**config.mk**
```make
export PLATFORM = sky130hd
export DESIGN_NAME = fmas_retire_flat
export DESIGN_NICKNAME = d
export VERILOG_FILES = /design/src/rtl/fmas_retire_if.sv /design/src/rtl/fmas_retire.sv /design/src/flat_wrapper.sv
export SDC_FILE = /design/constraint.sdc
export NUM_CORES = 1
export LEC_CHECK = 0
export CAP_MARGIN = 15
export CORE_UTILIZATION = 30
export CTS_CLUSTER_DIAMETER = 100
export DETAILED_ROUTE_END_ITERATION = 8
export PLACE_DENSITY = 0.46
export SKIP_CTS_REPAIR_TIMING = 1
export SLEW_MARGIN = 25
export SYNTH_ARGS = -nofsm -noshare
export SYNTH_HDL_FRONTEND = slang
export SYNTH_SLANG_ARGS = --single-unit
```
**constraint.sdc**
```tcl
create_clock -name clk -period 3.78 [get_ports clk]
set_input_delay 0.756 -clock clk [delete_from_list [all_inputs] [get_ports clk]]
set_output_delay 0.756 -clock clk [all_outputs]
set_load 0.01 [all_outputs]
```
**src/rtl/fmas_retire_if.sv**
```systemverilog
// fmas_retire_if -- handshake bundle between the issuer/fmas unit, the
// retire block and the result consumer.
//   req_valid / req_ready / fmas_req : issue handshake toward the fmas unit
//   fmas_rslt / fmas_flag            : fmas unit outputs, sampled at capture
//   out_valid / out_ready            : result FIFO head handshake
//   out_rslt / out_flag              : result FIFO head contents
// slave  : the retire block
// master : the issuer / fmas unit / consumer side
interface fmas_retire_if;
    logic        req_valid;
    logic        req_ready;
    logic        fmas_req;
    logic [31:0] fmas_rslt;
    logic [4:0]  fmas_flag;
    logic        out_valid;
    logic        out_ready;
    logic [31:0] out_rslt;
    logic [4:0]  out_flag;

    modport slave (
        input  req_valid,
        output req_ready,
        output fmas_req,
        input  fmas_rslt,
        input  fmas_flag,
        output out_valid,
        input  out_ready,
        output out_rslt,
        output out_flag
    );

    modport master (
        output req_valid,
        input  req_ready,
        input  fmas_req,
        output fmas_rslt,
        output fmas_flag,
        input  out_valid,
        output out_ready,
        input  out_rslt,
        input  out_flag
    );
endinterface

```
**src/rtl/fmas_retire.sv**
```systemverilog
// fmas_retire -- tracks operations in flight through a fixed-latency fmas
// unit, captures each result/flag pair into a small FIFO and accrues sticky
// exception flags.
// Ports:
//   clk, reset        : clock, synchronous active-high reset
//   bus (slave)       : issue handshake, fmas outputs, FIFO head handshake
//   fflags            : sticky accrued exception flags {NV,DZ,OF,UF,NX}
//   fflags_wr/_wdata  : software write of fflags (captured flags still OR in)
//   fflags_clr        : clear fflags (captured flags still OR in)
//   count             : FIFO occupancy
//   busy              : any operation in flight or FIFO non-empty
module fmas_retire #(
    parameter int DEPTH = 4,
    parameter int LAT   = 2
) (
    input  logic                    clk,
    input  logic                    reset,
    fmas_retire_if.slave            bus,
    output logic [4:0]              fflags,
    input  logic                    fflags_wr,
    input  logic [4:0]              fflags_wdata,
    input  logic                    fflags_clr,
    output logic [$clog2(DEPTH):0]  count,
    output logic                    busy
);
    localparam int AW = $clog2(DEPTH);
    localparam int CW = AW + 1;
    localparam int SW = $clog2(DEPTH + LAT + 1) + 1;

    function automatic logic [SW-1:0] pop_valid(input logic [LAT-1:0] v);
        logic [SW-1:0] n;
        n = '0;
        for (int i = 0; i < LAT; i++) begin
            n = n + SW'(v[i]);
        end
        return n;
    endfunction

    logic [LAT-1:0] vld_p;
    logic [SW-1:0]  inflight;
    logic [SW-1:0]  used;
    logic           capture;
    logic           pop;
    logic [4:0]     cap_flags;
    logic [AW-1:0]  wr_ptr;
    logic [AW-1:0]  rd_ptr;
    logic [31:0]    mem_rslt [DEPTH];
    logic [4:0]     mem_flag [DEPTH];

    // Credit check uses registered state only: every in-flight op already
    // owns a FIFO slot, so a capture can never find the FIFO full.
    assign inflight      = pop_valid(vld_p);
    assign used          = SW'(count) + inflight;
    assign bus.req_ready = !reset && (used < SW'(DEPTH));
    assign bus.fmas_req  = bus.req_valid & bus.req_ready;

    assign capture   = vld_p[LAT-1];
    assign cap_flags = capture ? bus.fmas_flag : 5'd0;

    // Head is read straight from storage; masking with out_valid keeps the
    // outputs at zero while empty or in reset without a write bypass.
    assign bus.out_valid = !reset && (count != '0);
    assign pop           = bus.out_valid & bus.out_ready;
    assign bus.out_rslt  = bus.out_valid ? mem_rslt[rd_ptr] : 32'd0;
    assign bus.out_flag  = bus.out_valid ? mem_flag[rd_ptr] : 5'd0;
    assign busy          = !reset && ((inflight != '0) || (count != '0));

    // stage p0..pLAT-1: valid shift register mirroring the fmas pipeline
    always_ff @(posedge clk) begin
        if (reset) begin
            vld_p  <= '0;
            wr_ptr <= '0;
            rd_ptr <= '0;
            count  <= '0;
            fflags <= '0;
        end else begin
            vld_p[0] <= bus.fmas_req;
            for (int i = 1; i < LAT; i++) begin
                vld_p[i] <= vld_p[i-1];
            end

            if (capture) wr_ptr <= wr_ptr + AW'(1);
            if (pop)     rd_ptr <= rd_ptr + AW'(1);

            case ({capture, pop})
                2'b10:   count <= count + CW'(1);
                2'b01:   count <= count - CW'(1);
                default: count <= count;
            endcase

            if (fflags_wr)       fflags <= fflags_wdata | cap_flags;
            else if (fflags_clr) fflags <= cap_flags;
            else                 fflags <= fflags | cap_flags;
        end
    end

    // capture stage: last valid stage writes the FIFO tail
    always_ff @(posedge clk) begin
        if (capture) begin
            mem_rslt[wr_ptr] <= bus.fmas_rslt;
            mem_flag[wr_ptr] <= bus.fmas_flag;
        end
    end
endmodule

```
**src/flat_wrapper.sv**
```systemverilog
// flat-port wrapper written by rule: the top's interface ports become plain ports
module fmas_retire_flat 
#(
    parameter int DEPTH = 4,
    parameter int LAT   = 2
)
  (clk, reset, fflags, fflags_wr, fflags_wdata, fflags_clr, count, busy, bus_req_valid, bus_req_ready, bus_fmas_req, bus_fmas_rslt, bus_fmas_flag, bus_out_valid, bus_out_ready, bus_out_rslt, bus_out_flag);
  fmas_retire_if bus_i ();
  input  logic clk;
  input  logic reset;
  output logic [4:0] fflags;
  input  logic fflags_wr;
  input  logic [4:0] fflags_wdata;
  input  logic fflags_clr;
  output logic [$clog2(DEPTH):0] count;
  output logic busy;
  input wire logic [$bits(bus_i.req_valid)-1:0] bus_req_valid;
  output wire logic [$bits(bus_i.req_ready)-1:0] bus_req_ready;
  output wire logic [$bits(bus_i.fmas_req)-1:0] bus_fmas_req;
  input wire logic [$bits(bus_i.fmas_rslt)-1:0] bus_fmas_rslt;
  input wire logic [$bits(bus_i.fmas_flag)-1:0] bus_fmas_flag;
  output wire logic [$bits(bus_i.out_valid)-1:0] bus_out_valid;
  input wire logic [$bits(bus_i.out_ready)-1:0] bus_out_ready;
  output wire logic [$bits(bus_i.out_rslt)-1:0] bus_out_rslt;
  output wire logic [$bits(bus_i.out_flag)-1:0] bus_out_flag;
  assign bus_i.req_valid = bus_req_valid;
  assign bus_req_ready = bus_i.req_ready;
  assign bus_fmas_req = bus_i.fmas_req;
  assign bus_i.fmas_rslt = bus_fmas_rslt;
  assign bus_i.fmas_flag = bus_fmas_flag;
  assign bus_out_valid = bus_i.out_valid;
  assign bus_i.out_ready = bus_out_ready;
  assign bus_out_rslt = bus_i.out_rslt;
  assign bus_out_flag = bus_i.out_flag;
  fmas_retire #(.DEPTH(DEPTH), .LAT(LAT)) u_core (.clk(clk), .reset(reset), .bus(bus_i), .fflags(fflags), .fflags_wr(fflags_wr), .fflags_wdata(fflags_wdata), .fflags_clr(fflags_clr), .count(count), .busy(busy));
endmodule
```
==> impl_results.md, run 1 <==
* Pwr per Cell Area at between 400 and 500 mW/mm²
* Post-synthesis simple-gate area fraction at 5.80%
* HPWL after DPL at between 7 and 8 mm
* Crit path kind: register to primary output
* Antenna diode count at 0
* Syn_area_per_cell at 20.1 µm²
* Layout cells sized above 1 at around 17%
* CTS tree: built
* Ys Warns at 0
* Root buffer cell: clkbuf_16
* Worst skew pair latency at ~0.41 ns
* Status: finished, final reports clean
* Worst Path Arrival at about 2.5 ns
* Setup repair after global routing missed its margin: no
* Layout Nets at about 490
* Post-synthesis mux area share at a little over an eighth
* CTS Sinks at about 160
* Gr usage total at 12.3%
* Synthesized instance count at between 300 and 400
* IO buf count at 96
* CTS max path bufs at 2
* CORE AREA at between 0.02 and 0.025 mm²
* Netlist cell types at 27
* Die W at around 150 µm
* Reg clk slew, reported paths at 0.06 ns
* Final cell count without fillers at between 700 and 800
* Fin Clk Skew at 0.00575 ns
* Fmax achieved at approximately 300 MHz
* Final Hold Fails at 0
* Die height at around 150 µm
* Post-Syn Nets at 376
* Post-Synth Adder-Cell Area at ~1.9%
* Yosys reg bits at 164
* Leak Pwr at around 2.7 nW
* Relative max-transition margin at between 40% and 50%
* Number of global-route vias before repair at approximately 3,400
* Initial Utilization at 30.6%
* Worst path bufs/invs at 1
* Hold WS at 0.458 ns
* Global route total overflow at 0
* Largest net degree at the start of global routing at 40
* Initial antenna violation count at 1
* DRT antenna net count at 0
* Row cnt at 53
* GPL Wtd Cong at just under 0.7
* Slowest-stage cell, CP: clkdlybuf4s50_1
* Share of synthesized registers carrying an async set or reset at 0%
* Post-Route WL at between 10 and 15 mm
* Max-cap viol count at 0
* First-pass GRT wire length at between 15 and 20 mm
* Total Power at just over 4 mW
* Vias per cell at 4.44
* Routed wire per std cell at 17.7 µm
* TritonRoute pass-1 iters at 6
* Final Setup Violations at 0
* Most frequent cells in the layout: edfxtp_1, clkdlybuf4s50_1, and2_1
* CTS buffer count at 17
* Slew Limit Fails at 0
* DR WL met2 at between 5 and 6 mm
* Synth Flop Type: edfxtp_1
* XOR/XNOR share of the synthesized area at less than 1%
* CP startpoint kind: register
* Met3 WL at about 630 µm
* Crit path cell chain: ha_1 > ha_1 > or3_1 > a31oi_1 > and2_1 > clkdlybuf4s50_1
* Vias at 3,180
* Syn-to-layout area delta at 29.9%
* Seq/Total Area, Yosys at around 74%
* Top sig layer: met4
* Most common cell after layout, fill and taps aside: edfxtp_1
* WP data required at 3.02 ns
* H-tree depth at 4
* Most frequent cell on the critical path: ha_1
* Max VDD drop at approximately 0.29 mV
* Post-route DRC at 0
* Die area at around 0.022 mm²
* Tcrit/Tclk final at slightly below 90%
* # IOs at between 90 and 100
* Min-delay worst type: register to register
* Final TNS setup at 0 ns
* Post-synth EDFFs at around 150
* Setup crit end kind: primary output
* Worst Path Max Fanout at 13
* DR iter-0 viols at between 150 and 200
* Synth Cell Area at 0.00641 mm²
* Final worst path period need at about 3.3 ns
* Compound-Gate Fraction of Synth Area at under 10%
* Worst-margin pin slew at between 0.7 and 0.8 ns
* Family with the most delay on the worst path: buffers and inverters
* Placed Cells at 686
* Metal1 wirelength at between 5 and 6 mm
* Largest family of logic cells by synthesized area: multiplexers
* Crit-path max cell delay at approximately 0.53 ns
## tightest hold or removal path, cell delays in order (launching register included)
cell     delay (ns)
dfxtp_1        0.31
inv_1          0.07
nor2_1         0.04
## state kept, by name, indices dropped and copies added, names as in the netlist, named ones only
name and cells:
u_core.mem_rslt 128, u_core.mem_flag 20, u_core.fflags 5, u_core.count 3, u_core.rd_ptr 2, u_core.vld_p 2, u_core.wr_ptr 2
## synth_stat cells, types with 4 or more instances
cell      count  share of area [%]
buf_2         4               0.31
edfxtp_1    148                 69
inv_1         7               0.41
a21oi_1       8               0.62
nand2_1       5               0.29
mux4_1        7                2.9
mux4_2       30                 11
nor2_1       11               0.64
and2_1       44                4.3
ha_1          8                1.6
clkbuf_1      6               0.35
a22oi_1       4               0.47
dfxtp_1      16                5.0
## where the power goes
| part | total (mW) | switching, mW | leakage, nW | internal (mW) |
|---|---|---|---|---|
| clock | 1.75 | 0.650 | 0.291 | 1.10 |
| sequential | 2.02 | 0.0192 | 1.47 | 2.00 |
| combinational | 0.312 | 0.131 | 0.910 | 0.181 |
| total | 4.08 | 0.801 | 2.67 | 3.28 |
## final cells by class
type	count	area, µm²
Clock buffer	20	437
Multi-Input combinational cell	133	1510
Inverter	7	26.3
Sequential cell	164	4770
Tap cell	275	344
Timing Repair Buffer	107	1080
Fill cell	1937	12600
Clock inverter	11	160
## kinds of logic after synthesis
| family | after synthesis |
|---|---|
| XOR/XNOR | 4 |
| multiplexers | 38 |
| adder cells (fa/ha/maj) | 9 |
| flip-flops | 164 |
| AND/OR/NAND/NOR | 65 |
| AO/OA/AOI/OAI | 17 |
| buffers and inverters | 22 |
## worst paths after layout
check | startpoint | to | slack [ns] | cells after the start
min reg2reg | u_core.vld_p[0] | u_core.vld_p[1] | 0.46 | 2
max | u_core.vld_p[1] | bus_fmas_req | 0.48 | 6
min | u_core.vld_p[0] | u_core.vld_p[1] | 0.46 | 2
max reg2reg | u_core.count[0] | u_core.count[2] | 1.40 | 10
## metal layers
metal  global-route usage [%]  vias up
li1                         -     1478
met1                     16.1     1600
met2                     19.4       94
met3                     4.23        8
met4                     3.45        0
met5                        0        -
## stage by stage
stage,utilization [%],worst slack [ns],instance area (µm²)
3_5_place_dp,36.9,0.549,7730
4_1_cts,39.7,0.433,8330
3_3_place_gp,36.9,0.550,7730
2_1_floorplan,-,1.22,6410
5_1_grt,39.7,0.308,8330
6_report,39.7,0.479,8330
No activity file was read; power rests on OpenSTA's default activity.
==> run 2: changes to the inputs <==
Settings changed: PLACE_DENSITY 0.46 to default, PLACE_DENSITY_LB_ADDON from default to 0.2.
==> impl_results.md, run 2 (synthesis results as in run 1) <==
* Status: finished, final reports clean
* Crit path cell chain: ha_1 > ha_1 > or3_1 > a31oi_1 > and2_1 > clkdlybuf4s50_1
* CTS Sinks at 164
* GPL Wtd Cong at ~0.67
* Layout Nets at 480
* Layout cells sized above 1 at 16.7%
* Final worst path period need at 3.32 ns
* H-tree depth at 4
* Family with the most delay on the worst path: buffers and inverters
* Root buffer cell: clkbuf_16
* Largest regs: u_core.mem_rslt: 128 flops, u_core.mem_flag: 20 flops, u_core.fflags: 5 flops
* Max VDD drop at slightly below 0.3 mV
* Worst skew pair latency at roughly 0.42 ns
* CTS buffer count at 17
* Logic gate share of total power at between 7 and 8%
* CTS tree: built
* Most frequent cells in the layout: edfxtp_1, clkdlybuf4s50_1, and2_1
* Gr usage total at 12.1%
* Slew Limit Fails at 0
* Final cell count without fillers at between 700 and 800
* Reg clk slew, reported paths at around 0.070 ns
* Largest Register: u_core.mem_rslt
* Routed wire per std cell at about 17 µm
* Clk network pwr share at between 40% and 50%
* Slowest-stage cell, CP: clkdlybuf4s50_1
* Min-delay worst type: register to register
* Worst path bufs/invs at 1
* Final Util at 39.5%
* Worst-margin pin slew at roughly 0.63 ns
* Worst Path Arrival at around 2.6 ns
* IO buf count at 96
* Internal power at approximately 3.3 mW
* First-pass GRT wire length at between 15 and 20 mm
* Switch Pwr at a little over 0.8 mW
* Hold WS at roughly 0.46 ns
* Tcrit/Tclk final at 87.8%
* Post-Route WL at 12.3 mm
* DR iter-0 viols at 172
* Setup repair after global routing missed its margin: no
* Final TNS setup at 0 ns
* Setup crit end kind: primary output
* Final Setup Violations at 0
* Vias per cell at 4.50
* Largest register FFs at ~130
* Fmax achieved at ~300 MHz
* Crit-path max cell delay at around 0.53 ns
* HPWL after DPL at 7.15 mm
* Vias at between 3,000 and 4,000
* Fin Clk Skew at approximately 0.014 ns
* Die W at roughly 150 µm
* CTS max path bufs at 2
* Crit path kind: register to primary output
* # IOs at 97
* Filler Cells Inserted at slightly below 2,000
* Worst Path Max Fanout at 13
* Largest net degree at the start of global routing at 40
* Reg power frac at between 40% and 50%
* Relative max-transition margin at between 50% and 60%
* Number of global-route vias before repair at 3,456
* CP startpoint kind: register
* Antenna diode count at 0
* TritonRoute pass-1 iters at 6
* Max-cap viol count at 0
* Row cnt at 53
* Most common cell after layout, fill and taps aside: edfxtp_1
* Sw Ratio at approximately 20%
* Syn-to-layout area delta at 29.2%
* Final Hold Fails at 0
* Placed Cells at roughly 680
* Most frequent cell on the critical path: ha_1
* Initial antenna violation count at 0
* CORE AREA at roughly 0.021 mm²
* Pwr per Cell Area at about 490 mW/mm²
* WP data required at 3.02 ns
* Die height at about 150 µm
* Initial Utilization at a little under a third
* Total Power at ~4.1 mW
* Post-route DRC at 0
* Die area at approximately 0.022 mm²
* DRT antenna net count at 0
* Leak Pwr at approximately 2.6 nW
* Global route total overflow at 0
[run 2: changes by cell type in the layout (fill, tap and decap cells not counted), sizes merged]
cell	change
clkinvlp	+2
bufinv	-1
buf	-7
inv	+1
clkinv	-1
[run 2: cell type report]
class	instances	area (µm²)	area share, %
Sequential cell	164	4770	57.6
Clock inverter	12	154	1.86
Inverter	7	26.3	0.317
Multi-Input combinational cell	133	1520	18.3
Clock buffer	20	457	5.51
Timing Repair Buffer	100	1020	12.3
Tap cell	275	344	4.15
[run 2: path summary, 6_finish.rpt]
kind / from / end / slack (ns) / depth (start not counted)
max reg2reg: u_core.count[0] / u_core.count[2] / 1.29 / 10
min: u_core.vld_p[0] / u_core.vld_p[1] / 0.46 / 2
max: u_core.vld_p[1] / bus_fmas_req / 0.46 / 6
min reg2reg: u_core.vld_p[0] / u_core.vld_p[1] / 0.46 / 2
[run 2: power groups by stage]
stage	clock network, mW	logic (mW)	registers (mW)
floorplan	0	0.163	2.05
global placement	0	0.294	2.07
detailed placement	0	0.298	2.07
CTS	1.79	0.299	2.04
global route	1.87	0.319	2.04
finish	1.75	0.291	2.03
[run 2: metal layers]
layer	track usage [%]	wire [µm]	part of all wire (%)	vias to the layer above
met1	15.7	5730	47	1630
met4	3.92	95	0.77	0
met2	19.0	5820	47	90
met5	0	0	0	-
li1	-	-	-	1471
met3	4.20	635	5.2	8
[run 2: metrics by stage]
stage,setup slack (ns),area [µm²]
after detailed placement,0.506,7670
after floorplan,1.22,6410
after global placement,0.512,7670
final,0.460,8280
after CTS,0.396,8280
after global routing,0.283,8280
[run 2: worst register-to-register path, stage by stage, from the launching register on]
cell and delay (ns):
dfxtp_1 0.46, nor3_2 0.12, nor2_4 0.08, buf_4 0.34
and2_1 0.19, ha_1 0.18, inv_1 0.06, fa_1 0.37
xor2_1 0.16, or3_1 0.32, a21oi_1 0.15
==> run 3: changes to the inputs <==
Settings changed: CAP_MARGIN 15 to 20.
==> results of run 3 <==
Final layout, timing and power as in run 2 (identical DEF).
